==> config.mk <==
export PLATFORM = sky130hd
export DESIGN_NAME = viterbi_frame_ctrl_flat
export DESIGN_NICKNAME = d
export VERILOG_FILES = /design/src/rtl/viterbi_frame_ctrl_if.sv /design/src/rtl/viterbi_frame_ctrl.sv /design/src/flat_wrapper.sv
export SDC_FILE = /design/constraint.sdc
export NUM_CORES = 1
export LEC_CHECK = 0
export CORE_MARGIN = 8
export CORE_UTILIZATION = 45
export DETAILED_ROUTE_END_ITERATION = 10
export PLACE_DENSITY = 0.67
export SKIP_CTS_REPAIR_TIMING = 1
export SLEW_MARGIN = 10
export SYNTH_ARGS = -nofsm -noshare
export SYNTH_HDL_FRONTEND = slang
export SYNTH_SLANG_ARGS = --single-unit
==> constraint.sdc <==
create_clock -name clk -period 2.45 [get_ports clk]
set_clock_uncertainty 0.2 [all_clocks]
set_input_delay 0.3675 -clock clk [delete_from_list [all_inputs] [get_ports clk]]
set_output_delay 0.3675 -clock clk [all_outputs]
set_load 0.05 [all_outputs]
==> src/rtl/viterbi_frame_ctrl_if.sv <==
// Handshake and datapath bundle between the Viterbi frame sequencer, its
// symbol source, the external ACS unit and the decoded-bit sink.
interface viterbi_frame_ctrl_if;
  logic       start;
  logic       busy;
  logic [1:0] sym_in;
  logic       sym_valid;
  logic       sym_ready;
  logic       acs_init;
  logic       acs_go;
  logic [1:0] acs_sym;
  logic       acs_done;
  logic [3:0] acs_dec;
  logic       bit_out;
  logic       bit_valid;
  logic       bit_ready;
  logic       frame_done;
  logic       err;

  // Environment side: symbol source, ACS unit and bit sink.
  modport master (
    output start, sym_in, sym_valid, acs_done, acs_dec, bit_ready,
    input  busy, sym_ready, acs_init, acs_go, acs_sym, bit_out, bit_valid,
           frame_done, err
  );

  // Sequencer side.
  modport slave (
    input  start, sym_in, sym_valid, acs_done, acs_dec, bit_ready,
    output busy, sym_ready, acs_init, acs_go, acs_sym, bit_out, bit_valid,
           frame_done, err
  );
endinterface

==> src/rtl/viterbi_frame_ctrl.sv <==
// Frame sequencer for a 4-state K=3 rate-1/2 Viterbi decoder. Feeds one
// terminated frame of symbol pairs through an external ACS unit, keeps the
// per-step decision vectors, traces back from state 00 and streams the info
// bits out in order. Trellis state is {newest bit, previous bit}, so the
// predecessor of state s is {s[0], dec[s]}.
module viterbi_frame_ctrl #(
  parameter int FRAME_LEN   = 5,
  parameter int ACS_TIMEOUT = 15
) (
  input  logic                 clk,
  input  logic                 rst_n,
  viterbi_frame_ctrl_if.slave  bus
);
  localparam int N  = FRAME_LEN + 2;
  localparam int CW = $clog2(N + 1);
  localparam int TW = $clog2(ACS_TIMEOUT + 1);

  localparam logic [CW-1:0] LAST_STEP = CW'(N - 1);
  localparam logic [CW-1:0] INFO_N    = CW'(FRAME_LEN);
  localparam logic [CW-1:0] LAST_INFO = CW'(FRAME_LEN - 1);
  localparam logic [TW-1:0] TMO_LAST  = TW'(ACS_TIMEOUT - 1);

  typedef enum logic [2:0] {
    S_IDLE, S_INIT, S_LOAD, S_ACS_WAIT, S_TB, S_OUT
  } state_t;

  state_t        state_q, state_d;
  logic [CW-1:0] step_q, step_d;
  logic [CW-1:0] tb_idx_q, tb_idx_d;
  logic [CW-1:0] out_idx_q, out_idx_d;
  logic [1:0]    tb_st_q, tb_st_d;
  logic [1:0]    acs_sym_q, acs_sym_d;
  logic [TW-1:0] tmo_q, tmo_d;

  logic busy_q, busy_d;
  logic sym_ready_q, sym_ready_d;
  logic acs_init_q, acs_init_d;
  logic acs_go_q, acs_go_d;
  logic bit_out_q, bit_out_d;
  logic bit_valid_q, bit_valid_d;
  logic frame_done_q, frame_done_d;
  logic err_q, err_d;

  logic [3:0] surv [N];
  logic       obuf [FRAME_LEN];
  logic       surv_we;
  logic       obuf_we;
  logic       tb_dec;

  // Next-state and next-output decode; outputs follow the state being entered.
  always_comb begin
    state_d      = state_q;
    step_d       = step_q;
    tb_idx_d     = tb_idx_q;
    out_idx_d    = out_idx_q;
    tb_st_d      = tb_st_q;
    acs_sym_d    = acs_sym_q;
    tmo_d        = tmo_q;
    acs_go_d     = 1'b0;
    err_d        = 1'b0;
    frame_done_d = 1'b0;
    surv_we      = 1'b0;
    obuf_we      = 1'b0;
    tb_dec       = surv[tb_idx_q][tb_st_q];

    unique case (state_q)
      S_IDLE: begin
        if (bus.start) begin
          state_d = S_INIT;
          step_d  = '0;
        end
      end
      S_INIT: begin
        step_d  = '0;
        state_d = S_LOAD;
      end
      S_LOAD: begin
        if (bus.sym_valid && sym_ready_q) begin
          acs_sym_d = bus.sym_in;
          tmo_d     = '0;
          acs_go_d  = 1'b1;
          state_d   = S_ACS_WAIT;
        end
      end
      S_ACS_WAIT: begin
        tmo_d = tmo_q + TW'(1);
        // The go cycle itself can never carry a valid done; a real done
        // beats a simultaneous timeout expiry.
        if (!acs_go_q && bus.acs_done) begin
          surv_we = 1'b1;
          if (step_q == LAST_STEP) begin
            tb_idx_d = LAST_STEP;
            tb_st_d  = 2'b00;
            state_d  = S_TB;
          end else begin
            step_d  = step_q + CW'(1);
            state_d = S_LOAD;
          end
        end else if (tmo_q == TMO_LAST) begin
          err_d   = 1'b1;
          state_d = S_IDLE;
        end
      end
      S_TB: begin
        obuf_we = (tb_idx_q < INFO_N);
        tb_st_d = {tb_st_q[0], tb_dec};
        if (tb_idx_q == '0) begin
          out_idx_d = '0;
          state_d   = S_OUT;
        end else begin
          tb_idx_d = tb_idx_q - CW'(1);
        end
      end
      S_OUT: begin
        if (bit_valid_q && bus.bit_ready) begin
          if (out_idx_q == LAST_INFO) begin
            frame_done_d = 1'b1;
            state_d      = S_IDLE;
          end else begin
            out_idx_d = out_idx_q + CW'(1);
          end
        end
      end
      default: state_d = S_IDLE;
    endcase

    busy_d      = (state_d != S_IDLE);
    sym_ready_d = (state_d == S_LOAD);
    acs_init_d  = (state_d == S_INIT);
    bit_valid_d = (state_d == S_OUT);
    bit_out_d   = 1'b0;
    if (state_d == S_OUT) begin
      // obuf[0] is written on the last traceback cycle, so forward it.
      bit_out_d = (state_q == S_TB) ? tb_st_q[1] : obuf[out_idx_d];
    end
  end

  // Control state, counters and registered outputs.
  always_ff @(posedge clk or negedge rst_n) begin
    if (!rst_n) begin
      state_q      <= S_IDLE;
      step_q       <= '0;
      tb_idx_q     <= '0;
      out_idx_q    <= '0;
      tb_st_q      <= 2'b00;
      acs_sym_q    <= 2'b00;
      tmo_q        <= '0;
      busy_q       <= 1'b0;
      sym_ready_q  <= 1'b0;
      acs_init_q   <= 1'b0;
      acs_go_q     <= 1'b0;
      bit_out_q    <= 1'b0;
      bit_valid_q  <= 1'b0;
      frame_done_q <= 1'b0;
      err_q        <= 1'b0;
    end else begin
      state_q      <= state_d;
      step_q       <= step_d;
      tb_idx_q     <= tb_idx_d;
      out_idx_q    <= out_idx_d;
      tb_st_q      <= tb_st_d;
      acs_sym_q    <= acs_sym_d;
      tmo_q        <= tmo_d;
      busy_q       <= busy_d;
      sym_ready_q  <= sym_ready_d;
      acs_init_q   <= acs_init_d;
      acs_go_q     <= acs_go_d;
      bit_out_q    <= bit_out_d;
      bit_valid_q  <= bit_valid_d;
      frame_done_q <= frame_done_d;
      err_q        <= err_d;
    end
  end

  // Survivor and output buffers hold data only and are never cleared.
  always_ff @(posedge clk) begin
    if (surv_we) surv[step_q] <= bus.acs_dec;
    if (obuf_we) obuf[tb_idx_q] <= tb_st_q[1];
  end

  assign bus.busy       = busy_q;
  assign bus.sym_ready  = sym_ready_q;
  assign bus.acs_init   = acs_init_q;
  assign bus.acs_go     = acs_go_q;
  assign bus.acs_sym    = acs_sym_q;
  assign bus.bit_out    = bit_out_q;
  assign bus.bit_valid  = bit_valid_q;
  assign bus.frame_done = frame_done_q;
  assign bus.err        = err_q;
endmodule
==> src/flat_wrapper.sv <==
// flat-port wrapper written by rule: the top's interface ports become plain ports
module viterbi_frame_ctrl_flat 
#(
  parameter int FRAME_LEN   = 5,
  parameter int ACS_TIMEOUT = 15
)
  (clk, rst_n, bus_start, bus_sym_in, bus_sym_valid, bus_acs_done, bus_acs_dec, bus_bit_ready, bus_busy, bus_sym_ready, bus_acs_init, bus_acs_go, bus_acs_sym, bus_bit_out, bus_bit_valid, bus_frame_done, bus_err);
  viterbi_frame_ctrl_if bus_i ();
  input  logic clk;
  input  logic rst_n;
  input wire logic [$bits(bus_i.start)-1:0] bus_start;
  input wire logic [$bits(bus_i.sym_in)-1:0] bus_sym_in;
  input wire logic [$bits(bus_i.sym_valid)-1:0] bus_sym_valid;
  input wire logic [$bits(bus_i.acs_done)-1:0] bus_acs_done;
  input wire logic [$bits(bus_i.acs_dec)-1:0] bus_acs_dec;
  input wire logic [$bits(bus_i.bit_ready)-1:0] bus_bit_ready;
  output wire logic [$bits(bus_i.busy)-1:0] bus_busy;
  output wire logic [$bits(bus_i.sym_ready)-1:0] bus_sym_ready;
  output wire logic [$bits(bus_i.acs_init)-1:0] bus_acs_init;
  output wire logic [$bits(bus_i.acs_go)-1:0] bus_acs_go;
  output wire logic [$bits(bus_i.acs_sym)-1:0] bus_acs_sym;
  output wire logic [$bits(bus_i.bit_out)-1:0] bus_bit_out;
  output wire logic [$bits(bus_i.bit_valid)-1:0] bus_bit_valid;
  output wire logic [$bits(bus_i.frame_done)-1:0] bus_frame_done;
  output wire logic [$bits(bus_i.err)-1:0] bus_err;
  assign bus_i.start = bus_start;
  assign bus_i.sym_in = bus_sym_in;
  assign bus_i.sym_valid = bus_sym_valid;
  assign bus_i.acs_done = bus_acs_done;
  assign bus_i.acs_dec = bus_acs_dec;
  assign bus_i.bit_ready = bus_bit_ready;
  assign bus_busy = bus_i.busy;
  assign bus_sym_ready = bus_i.sym_ready;
  assign bus_acs_init = bus_i.acs_init;
  assign bus_acs_go = bus_i.acs_go;
  assign bus_acs_sym = bus_i.acs_sym;
  assign bus_bit_out = bus_i.bit_out;
  assign bus_bit_valid = bus_i.bit_valid;
  assign bus_frame_done = bus_i.frame_done;
  assign bus_err = bus_i.err;
  viterbi_frame_ctrl #(.FRAME_LEN(FRAME_LEN), .ACS_TIMEOUT(ACS_TIMEOUT)) u_core (.clk(clk), .rst_n(rst_n), .bus(bus_i));
endmodule
==> results.md, run 1 <==
* DR WL/cell at 15.03 um
* Antenna-violating nets left at 0
* Sum Neg Setup Slack at 0 ns
* Fmax at 0.4352 GHz
* Power Density at 872.3 nW/um2
* DRT iter0 DRCs at 127
* Static Leak at 1.384 nW
* RSZ-0062 raised after global routing: false
* HP Class: in2async
* Initial core utilization at 46.97%
* Post-synth top area share at 35.42%
* Largest net degree at the start of global routing at 29
* Worst EP required at 2.46 ns
* DRC at 0
* Fin worst setup slack at 0.1524 ns
* Clock transition at path regs at 0.07 ns
* IO buf count at 21
* Synth async-reset ratio at 45.90%
* Setup slack at placement at -0.08196 ns
* Dpl hpwl at 3.752 mm
* Layout cell share with drive strength beyond 1 at 20.36%
* Vias at 1893
* Antenna violations before repair at 0
* Die X at 94.85 um
* Total track usage at 12.96%
* CTS sink cnt at 61
* Vias per std cell at 5.332
* Synth Instances at 228
* Fin crit share at 93.78%
* Total core area at 5956 um2
* #FFs+latches synth at 61
* Leading area contributor after synthesis: edfxtp_1
* Row Count at 28
* Min cycle time layout at 2.298 ns
* Area grow syn2layout at 23.93%
* Clk buf depth at 2
* Slew headroom at 66.35%
* Crit path DAT at 2.31 ns
* Synthesized cell area at 2798 um2
* Vias in the first global route at 1766
* Crit path max fanout at 4
* Final nets at 295
* Area contributors post-synth: edfxtp_1 35%, dfrtp_1 25%, mux4_2 4.0%
* DRT Wirelength at 5.337 mm
* Sequential area share after synthesis at 60.47%
* Fill cells at 501
* Top post-synthesis cells by count: 33 x edfxtp_1, 28 x dfrtp_1, 20 x nand2_1
* Yosys cell types at 49
* DRT Pass-1 Iters at 4
* Max-slew violation count at 0
* Final Hold Viols at 0
* CP endpoint kind: flip-flop
* Grt ovf at 0
* Root buf cell: clkbuf_8
* Post-Syn Area per Cell at 12.27 um2
* Skew-Pair Late Insertion Delay at 0.33 ns
* Die height at 94.85 um
* TritonCTS buffer count at 9
* Die area at 8997 um2
* Total of max-cap violations at 0
* Critical path class: reg2reg
* First-pass GRT wire length at 8.742 mm
* Post-synth top flop: edfxtp_1
* Diode count at 0
* H-tree levels at 3
* Status: finished, final reports clean
* Peak VDD IR at 783.9 uV
* RePlAce Congestion at 0.7708
* CTS tree: yes
* Ys Warns at 0
* Slew @ Worst Pin at 0.5032 ns
* Count leader, synth: edfxtp_1
* Endpoints failing setup at 0
* Number of flops mapped to enable cells by yosys at 33
* Crit start category: flip-flop
* Net Count, Synth at 248
* IO Count at 22
[layout make-up]
type                    count  area [um2]  share of cell area (%)
well taps                  75       93.84                   2.707
clock buffers               9       123.9                   3.573
flip-flops and latches     61        1692                   48.79
inverters                   9       33.78                  0.9744
repair buffers             45       390.4                   11.26
clock inverters             7       98.84                   2.851
multi-input cells         149        1035                   29.84
[registers in the layout, summed over array words and instances (netlist names)]
| signal | cells |
|---|---|
| u_core.bus.bit_out | 1 |
| u_core.surv | 28 |
| u_core.tb_idx_q | 3 |
| u_core.state_q | 3 |
| u_core.out_idx_q | 3 |
| u_core.bus.acs_init | 1 |
| u_core.bus.acs_sym | 2 |
| u_core.step_q | 3 |
| u_core.bus.sym_ready | 1 |
| u_core.tmo_q | 4 |
| u_core.bus.acs_go | 1 |
| u_core.bus.bit_valid | 1 |
| u_core.bus.err | 1 |
| u_core.bus.busy | 1 |
| u_core.tb_st_q | 2 |
| u_core.bus.frame_done | 1 |
| u_core.obuf | 5 |
[report_power, final]
group	internal (W)	leakage (nW)	switching (W)
Sequential	0.00120	0.649	0.0000861
Clock	0.000577	0.110	0.000400
Combinational	0.000311	0.625	0.000453
[kinds of logic after synthesis]
| group | after synthesis | share of synthesized area [%] |
|---|---|---|
| compound gates | 43 | 10.02 |
| flops | 61 | 60.47 |
| simple gates | 83 | 15.56 |
| buf+inv | 18 | 2.639 |
| mux | 15 | 7.737 |
| fa+ha+maj | 8 | 3.578 |
[metal layers]
metal,vias to the layer above,GRT usage (%),wire length [um]
met3,4,3.492,228
met1,918,15.97,2483
li1,941,-,-
met4,0,7.802,50
met2,30,19.99,2575
met5,-,0,0
[cell usage in the layout, fill, tap and decap left out, types with 2 or more instances in the layout]
cell / instances
inv_1: 7
buf_4: 24
nor2b_1: 2
o31ai_1: 2
inv_2: 2
a31oi_1: 3
nand3_1: 3
mux4_2: 5
nand2b_1: 8
a211oi_1: 4
ha_1: 8
bufinv_16: 2
clkbuf_8: 9
mux2i_1: 7
a21oi_1: 5
nor3_1: 6
clkinv_4: 2
nor2_1: 19
edfxtp_1: 33
nor3b_1: 2
dfrtp_1: 28
mux2_2: 3
o21ai_0: 17
nand4b_1: 2
nor4_1: 4
or3_1: 3
nand4_1: 2
nand2_1: 20
clkdlybuf4s50_1: 21
[worst max-delay path, stage by stage, from the launching register on]
cell,delay (ns)
dfrtp_1,0.42
inv_1,0.13
ha_1,0.20
nand2_1,0.07
nor4b_1,0.15
or3_4,0.34
a2111o_1,0.39
a32oi_1,0.20
nor3_1,0.07
[per-stage QoR]
step | total power [W] | utilization (%) | cells | hold slack, ns | area (um2)
floorplan | 0.001790 | - | 228 | -0.1281 | 2801
global placement | 0.002054 | 54.43 | 339 | 0.2720 | 3242
detailed placement | 0.002069 | 54.43 | 339 | 0.2829 | 3242
CTS | 0.003049 | 58.17 | 355 | 0.2093 | 3465
global route | 0.003184 | 58.21 | 355 | 0.2263 | 3467
finish | 0.003024 | 58.21 | 355 | 0.2127 | 3467
[path summary, 6_finish.rpt]
| path | endpoint | cells after the start | slack (ns) | start |
|---|---|---|---|---|
| setup reg to reg | u_core.bus.bit_out$_DFF_PN0_ | 8 | 0.15 | u_core.out_idx_q[0]$_DFF_PN0_ |
| hold reg to reg | u_core.tmo_q[3]$_DFFE_PN0P_ | 1 | 0.29 | u_core.tmo_q[3]$_DFFE_PN0P_ |
| max in group asynchronous | u_core.bus.acs_go$_DFF_PN0_ | 2 | 1.57 | rst_n |
| setup / recovery | u_core.bus.bit_out$_DFF_PN0_ | 8 | 0.15 | u_core.out_idx_q[0]$_DFF_PN0_ |
| min in group clk | u_core.tmo_q[3]$_DFFE_PN0P_ | 1 | 0.29 | u_core.tmo_q[3]$_DFFE_PN0P_ |
| hold / removal | u_core.bus.acs_init$_DFF_PN0_ | 2 | 0.21 | rst_n |
Power figures use the tool's default switching activity.
==> inputs of run 2 (changes only) <==
--- a/config.mk
+++ b/config.mk
@@ -8,6 +8,7 @@
 export CORE_MARGIN = 8
 export CORE_UTILIZATION = 45
 export DETAILED_ROUTE_END_ITERATION = 10
+export GPL_TIMING_DRIVEN = 0
 export PLACE_DENSITY = 0.67
 export SKIP_CTS_REPAIR_TIMING = 1
 export SLEW_MARGIN = 10
==> run 2 against run 1 <==
Core utilization down 1.8 points. Combinational power down 5.5%. Fmax down 4.2%. Count of clock-buffer cells in the layout up 2. Final area down 3.1%. Highest routed layer unchanged.
==> results.md, run 2 (synthesis gave the netlist of run 1 again) <==
* CP max stage cell: or3_4
* Final nets at 284 (-3.7%)
* Switch share at 31.94% (+0.89 points)
* Layout cell share with drive strength beyond 1 at 15.61% (-4.7 points)
* Max FFs per register at 28 (unchanged)
* Total track usage at 12.96% (about the same)
* Dpl hpwl at 3.754 mm (about the same)
* HP Class: reg2reg
* Skew-Pair Late Insertion Delay at 0.33 ns (about the same)
* Area grow syn2layout at 20.04%
* Area after detailed placement at 3100 um2 (-4.4%)
* Hold WS at 0.2962 ns (+0.08356 ns)
* DRT iter0 DRCs at 117 (-7.9%)
* Proportion of power drawn by combinational gates at 25.4% (about the same)
* CP endpoint kind: flip-flop
* Peak per-stage delay on the critical path at 0.41 ns (about the same)
* Largest net degree at the start of global routing at 29 (unchanged)
* Worst EP required at 2.47 ns (about the same)
* Vias at 1863 (-1.6%)
* Total power at 0.002838 W (-6.2%)
* Largest regs: u_core.surv x28, u_core.obuf x5, u_core.tmo_q x4
* Most common cell after layout, fill and taps aside: edfxtp_1
* Die area at 8997 um2 (unchanged)
* RSZ-0062 raised after global routing: true
* Fmax at 0.4168 GHz (-4.2%)
* Post-route cell area at 3358 um2 (-3.1%)
* Most frequent cells in the layout: 33 x edfxtp_1, 27 x dfrtp_1, 20 x nand2_1, 20 x clkdlybuf4s50_1, 19 x nor2_1
* Vias in the first global route at 1890 (+7.0%)
* H-tree levels at 3 (unchanged)
* Die height at 94.85 um (unchanged)
* Min cycle time layout at 2.399 ns (+0.1018 ns)
* Power Density at 845.2 nW/um2 (-3.1%)
* Antenna violations before repair at 0 (unchanged)
* Fin crit share at 97.93% (+4.2 points)
* IO buf count at 21 (unchanged)
* Vias per std cell at 5.416 (+1.6%)
* DR WL/cell at 15.42 um (+2.6%)
* TritonCTS buffer count at 9 (unchanged)
* Critical path class: reg2reg
* Cell internal pwr at 0.001932 W (-7.4%)
* Slew headroom at 57.71% (-8.6 points)
* Crit path max fanout at 10 (+6)
* Die X at 94.85 um (unchanged)
* Antenna-violating nets left at 0 (unchanged)
* RePlAce Congestion at 0.7569 (-1.8%)
* Reg power frac at 45.1% (+2.7 points)
* Total of max-cap violations at 0 (unchanged)
* Diode count at 0 (unchanged)
* Worst path bufs/invs at 2 (+1)
* Peak VDD IR at 614.7 uV (-22%)
* CTS tree: yes
* Grt ovf at 0 (unchanged)
* IO Count at 22 (unchanged)
* Crit start category: flip-flop
* First-pass GRT wire length at 8.970 mm (+2.6%)
* Max-slew violation count at 0 (unchanged)
* Switch Pwr at 0.0009067 W (-3.5%)
* Row Count at 28 (unchanged)
* DRT Pass-1 Iters at 4 (unchanged)
* Fill cells at 493 (-1.6%)
* Clock network fraction of total power at 29.5% (-2.8 points)
* Root buf cell: clkbuf_8
* Register with the most flip-flops: u_core.surv
* Clock transition at path regs at 0.07 ns (about the same)
* Sum Neg Setup Slack at 0 ns (unchanged)
* CTS sink cnt at 61 (unchanged)
* Worst-path cell chain: buf_6, inv_6, ha_4, nor2b_4, o22ai_2, or3_4, a2111o_1, a32oi_1, nor3_1
* DRC at 0 (unchanged)
* Slew @ Worst Pin at 0.6344 ns (+0.1311 ns)
* Final Hold Viols at 0 (unchanged)
* Crit path max-delay family: compound AO/OA/AOI/OAI gates
* Crit path DAT at 2.42 ns (+0.11 ns)
* Initial core utilization at 46.97% (unchanged)
* DRT Wirelength at 5.304 mm (-0.62%)
* Total core area at 5956 um2 (unchanged)
* Status: finished, final reports clean
* Static Leak at 1.296 nW (-6.3%)
* Clk buf depth at 2 (unchanged)
* Endpoints failing setup at 0 (unchanged)
==> run 2: through the flow <==
step	worst slack (ns)	util, %	cells
after floorplan	0.0008105	-	228
after global placement	-0.1843	52.14	324
after detailed placement	-0.1961	52.06	324
after CTS	-0.2126	55.13	340
after global routing	-0.05841	56.39	344
final	0.05063	56.39	344
==> run 2: layer usage <==
layer  share of wire (%)  vias to the layer above  wire length (um)  global-route usage [%]
met5                   0                        -                 0                       0
met4                 1.2                        0                63                   6.112
met3                 5.1                        6               272                   4.365
met2                  48                       43              2532                   20.39
met1                  46                      895              2435                   15.71
li1                    -                      919                 -                       -
==> run 2: path summary, 6_finish.rpt <==
kind / startpoint / to / slack [ns] / cells after the start
worst max register to register: u_core.tb_idx_q[0]$_DFFE_PN0P_ / u_core.bus.bit_out$_DFF_PN0_ / 0.05 / 9
max in group asynchronous: rst_n / u_core.tb_idx_q[1]$_DFFE_PN0P_ / 1.22 / 2
min in group asynchronous: rst_n / u_core.bus.acs_init$_DFF_PN0_ / 0.38 / 2
worst max-delay path: u_core.tb_idx_q[0]$_DFFE_PN0P_ / u_core.bus.bit_out$_DFF_PN0_ / 0.05 / 9
worst min register to register: u_core.tmo_q[3]$_DFFE_PN0P_ / u_core.tmo_q[3]$_DFFE_PN0P_ / 0.30 / 1
worst min-delay path: u_core.tmo_q[3]$_DFFE_PN0P_ / u_core.tmo_q[3]$_DFFE_PN0P_ / 0.30 / 1
==> run 2: power by group through the flow <==
stage	Combinational (W)	Clock (W)	Sequential, W
after floorplan	0.000368	0	0.00142
after global placement	0.000707	0	0.00129
after detailed placement	0.000716	0	0.00130
after CTS	0.000717	0.000857	0.00128
after global routing	0.000785	0.000904	0.00130
final	0.000722	0.000837	0.00128
==> run 2: layout make-up <==
| class | instances | area (um2) | area share, % |
|---|---|---|---|
| clock inverter | 5 | 51.30 | 1.528 |
| buffer | 8 | 42.54 | 1.267 |
| inverter | 9 | 38.79 | 1.155 |
| clock buffer | 11 | 131.4 | 3.912 |
| sequential | 61 | 1693 | 50.41 |
| timing repair buffer | 26 | 245.2 | 7.303 |
| tap | 75 | 93.84 | 2.794 |
| multi-input combinational | 149 | 1062 | 31.63 |
==> inputs of run 3 (changes only) <==
--- a/config.mk
+++ b/config.mk
@@ -5,11 +5,12 @@
 export SDC_FILE = /design/constraint.sdc
 export NUM_CORES = 1
 export LEC_CHECK = 0
+export CAP_MARGIN = 20
 export CORE_MARGIN = 8
 export CORE_UTILIZATION = 45
 export DETAILED_ROUTE_END_ITERATION = 10
 export GPL_TIMING_DRIVEN = 0
-export PLACE_DENSITY = 0.67
+export PLACE_DENSITY_LB_ADDON = 0.08
 export SKIP_CTS_REPAIR_TIMING = 1
 export SLEW_MARGIN = 10
 export SYNTH_ARGS = -nofsm -noshare
==> run 3 against run 2 <==
Final area up 0.56%. Die area unchanged. Flip-flop and latch count unchanged. Largest power group unchanged. Clock power up 3.7%. Cell count unchanged. First-iteration DRC count down 23%. Sequential share of layout area down 0.28 points.
==> results.md, run 3 (synthesis gave the netlist of run 1 again) <==
* Peak per-stage delay on the critical path at 0.41 ns (about the same)
* Area grow syn2layout at 20.71%
* Dpl cells at 324 (unchanged)
* H-tree levels at 3 (unchanged)
* DRC at 0 (unchanged)
* Non-filler instance count after layout at 344 (unchanged)
* Largest regs: u_core.surv x28, u_core.obuf x5, u_core.tmo_q x4
* Slew @ Worst Pin at 0.6530 ns (+0.01864 ns)
* Root buf cell: clkbuf_8
* Initial core utilization at 46.97% (unchanged)
* First-pass GRT wire length at 9.135 mm (+1.8%)
* Max FFs per register at 28 (unchanged)
* Row Count at 28 (unchanged)
* Peak VDD IR at 588.9 uV (-4.2%)
* Vias at 1885 (+1.2%)
* Antenna-violating nets left at 0 (unchanged)
* IO Count at 22 (unchanged)
* Vias in the first global route at 1745 (-7.7%)
* Fmax at 0.4179 GHz (+0.26%)
* Hold WS at 0.2890 ns (-0.007279 ns)
* Final nets at 284 (unchanged)
* Power Density at 848.7 nW/um2 (+0.41%)
* Max-slew violation count at 0 (unchanged)
* Clk buf depth at 2 (unchanged)
* Crit path DAT at 2.42 ns (about the same)
* TritonCTS buffer count at 9 (unchanged)
* CP max stage cell: dfrtp_1
* Grt ovf at 0 (unchanged)
* Slew headroom at 56.47% (-1.2 points)
* DR WL/cell at 16.37 um (+6.1%)
* Crit path max fanout at 10 (unchanged)
* Register with the most flip-flops: u_core.surv
* Die area at 8997 um2 (unchanged)
* HP Class: reg2reg
* DRT Wirelength at 5.630 mm (+6.1%)
* CTS tree: yes
* Total of max-cap violations at 0 (unchanged)
* Dpl hpwl at 3.877 mm (+3.3%)
* RSZ-0062 raised after global routing: true
* RePlAce Congestion at 0.7687 (+1.6%)
* Static Leak at 1.299 nW (+0.21%)
* Critical path class: reg2reg
* Most common cell after layout, fill and taps aside: edfxtp_1
* Worst EP required at 2.47 ns (about the same)
* Skew-Pair Late Insertion Delay at 0.34 ns (about the same)
* Vias per std cell at 5.480 (+1.2%)
* Min cycle time layout at 2.393 ns (-0.006309 ns)
* Antenna violations before repair at 0 (unchanged)
* Total track usage at 13.57% (+0.60 points)
* Die height at 94.85 um (unchanged)
* Final Hold Viols at 0 (unchanged)
* Fin crit share at 97.68% (-0.26 points)
* DRT Pass-1 Iters at 4 (unchanged)
* IO buf count at 21 (unchanged)
* Total core area at 5956 um2 (unchanged)
* CTS sink cnt at 61 (unchanged)
* Diode count at 0 (unchanged)
* Worst-path cell chain: buf_12, inv_6, ha_4, nor2b_4, o22ai_2, or3_4, a2111o_1, a32oi_1, nor3_1
* Largest net degree at the start of global routing at 29 (unchanged)
* Most frequent cells in the layout: 33 x edfxtp_1, 27 x dfrtp_1, 20 x nand2_1, 20 x clkdlybuf4s50_1, 18 x nor2_1
* Layout cell share with drive strength beyond 1 at 16.36% (+0.74 points)
* Die X at 94.85 um (unchanged)
* CP endpoint kind: flip-flop
* Crit start category: flip-flop
* Endpoints failing setup at 0 (unchanged)
* Clock transition at path regs at 0.07 ns (about the same)
* DRT iter0 DRCs at 90 (-23%)
* Status: finished, final reports clean
==> run 3: changes by cell type in the layout (fill, tap and decap cells not counted), sizes merged <==
cell / change
clkbuf: -2
clkinv: +1
clkinvlp: +1
==> run 3: layout make-up <==
cell class	instances	area [um2]
Sequential cell	61	1693
Fill cell	507	2579
Multi-Input combinational cell	149	1065
Inverter	9	38.79
Timing Repair Buffer	26	245.2
Tap cell	75	93.84
Clock buffer	9	123.9
Buffer	8	51.30
Clock inverter	7	66.31
==> run 3: per-stage QoR <==
step	total power [W]	util (%)	cell area [um2]	setup WS (ns)	TNS, ns
final	0.002866	56.70	3377	0.05694	0
after global routing	0.003023	56.70	3377	-0.03597	-0.03597
after CTS	0.002880	55.25	3291	-0.2843	-0.3017
after detailed placement	0.002007	52.06	3100	-0.2728	-0.8993
after global placement	0.002002	52.14	3105	-0.2669	-1.077
after floorplan	0.001790	-	2801	0.0008105	0
==> run 3: report_power, final <==
| part | total (W) | leakage (nW) | internal (W) | switching, W |
|---|---|---|---|---|
| clock | 0.000868 | 0.0903 | 0.000462 | 0.000406 |
| sequential | 0.00128 | 0.647 | 0.00120 | 0.0000817 |
| combinational | 0.000719 | 0.562 | 0.000270 | 0.000449 |
| total | 0.00287 | 1.30 | 0.00193 | 0.000937 |
==> run 3: worst paths after layout <==
| kind | endpoint | slack (ns) | cells after the start | from |
|---|---|---|---|---|
| max | u_core.bus.bit_out$_DFF_PN0_ | 0.06 | 9 | u_core.tb_idx_q[0]$_DFFE_PN0P_ |
| min | u_core.tb_st_q[0]$_DFFE_PN0P_ | 0.29 | 1 | u_core.tb_st_q[0]$_DFFE_PN0P_ |
| max reg2reg | u_core.bus.bit_out$_DFF_PN0_ | 0.06 | 9 | u_core.tb_idx_q[0]$_DFFE_PN0P_ |
| min reg2reg | u_core.tb_st_q[0]$_DFFE_PN0P_ | 0.29 | 1 | u_core.tb_st_q[0]$_DFFE_PN0P_ |
| max in group asynchronous | u_core.tb_idx_q[1]$_DFFE_PN0P_ | 1.19 | 2 | rst_n |
| min in group asynchronous | u_core.tb_idx_q[2]$_DFFE_PN0P_ | 0.40 | 2 | rst_n |
==> run 3: worst max-delay path, delay by kind of cell, from the launching register on <==
family	cells	cell delay (ns)
DFF	1	0.41
and+or+nand+nor	3	0.60
buffers and inverters	2	0.25
adders and majority gates	1	0.14
AOI/OAI and AO/OA	3	0.66
==> run 3: per-layer routing <==
layer / vias to the layer above / part of all wire, % / track usage [%] / wire length (um)
li1: 923 / - / - / -
met1: 924 / 47 / 17.73 / 2670
met2: 28 / 46 / 19.70 / 2590
met3: 10 / 4.4 / 4.127 / 247
met4: 0 / 2.1 / 7.412 / 121
met5: - / 0 / 0 / 0
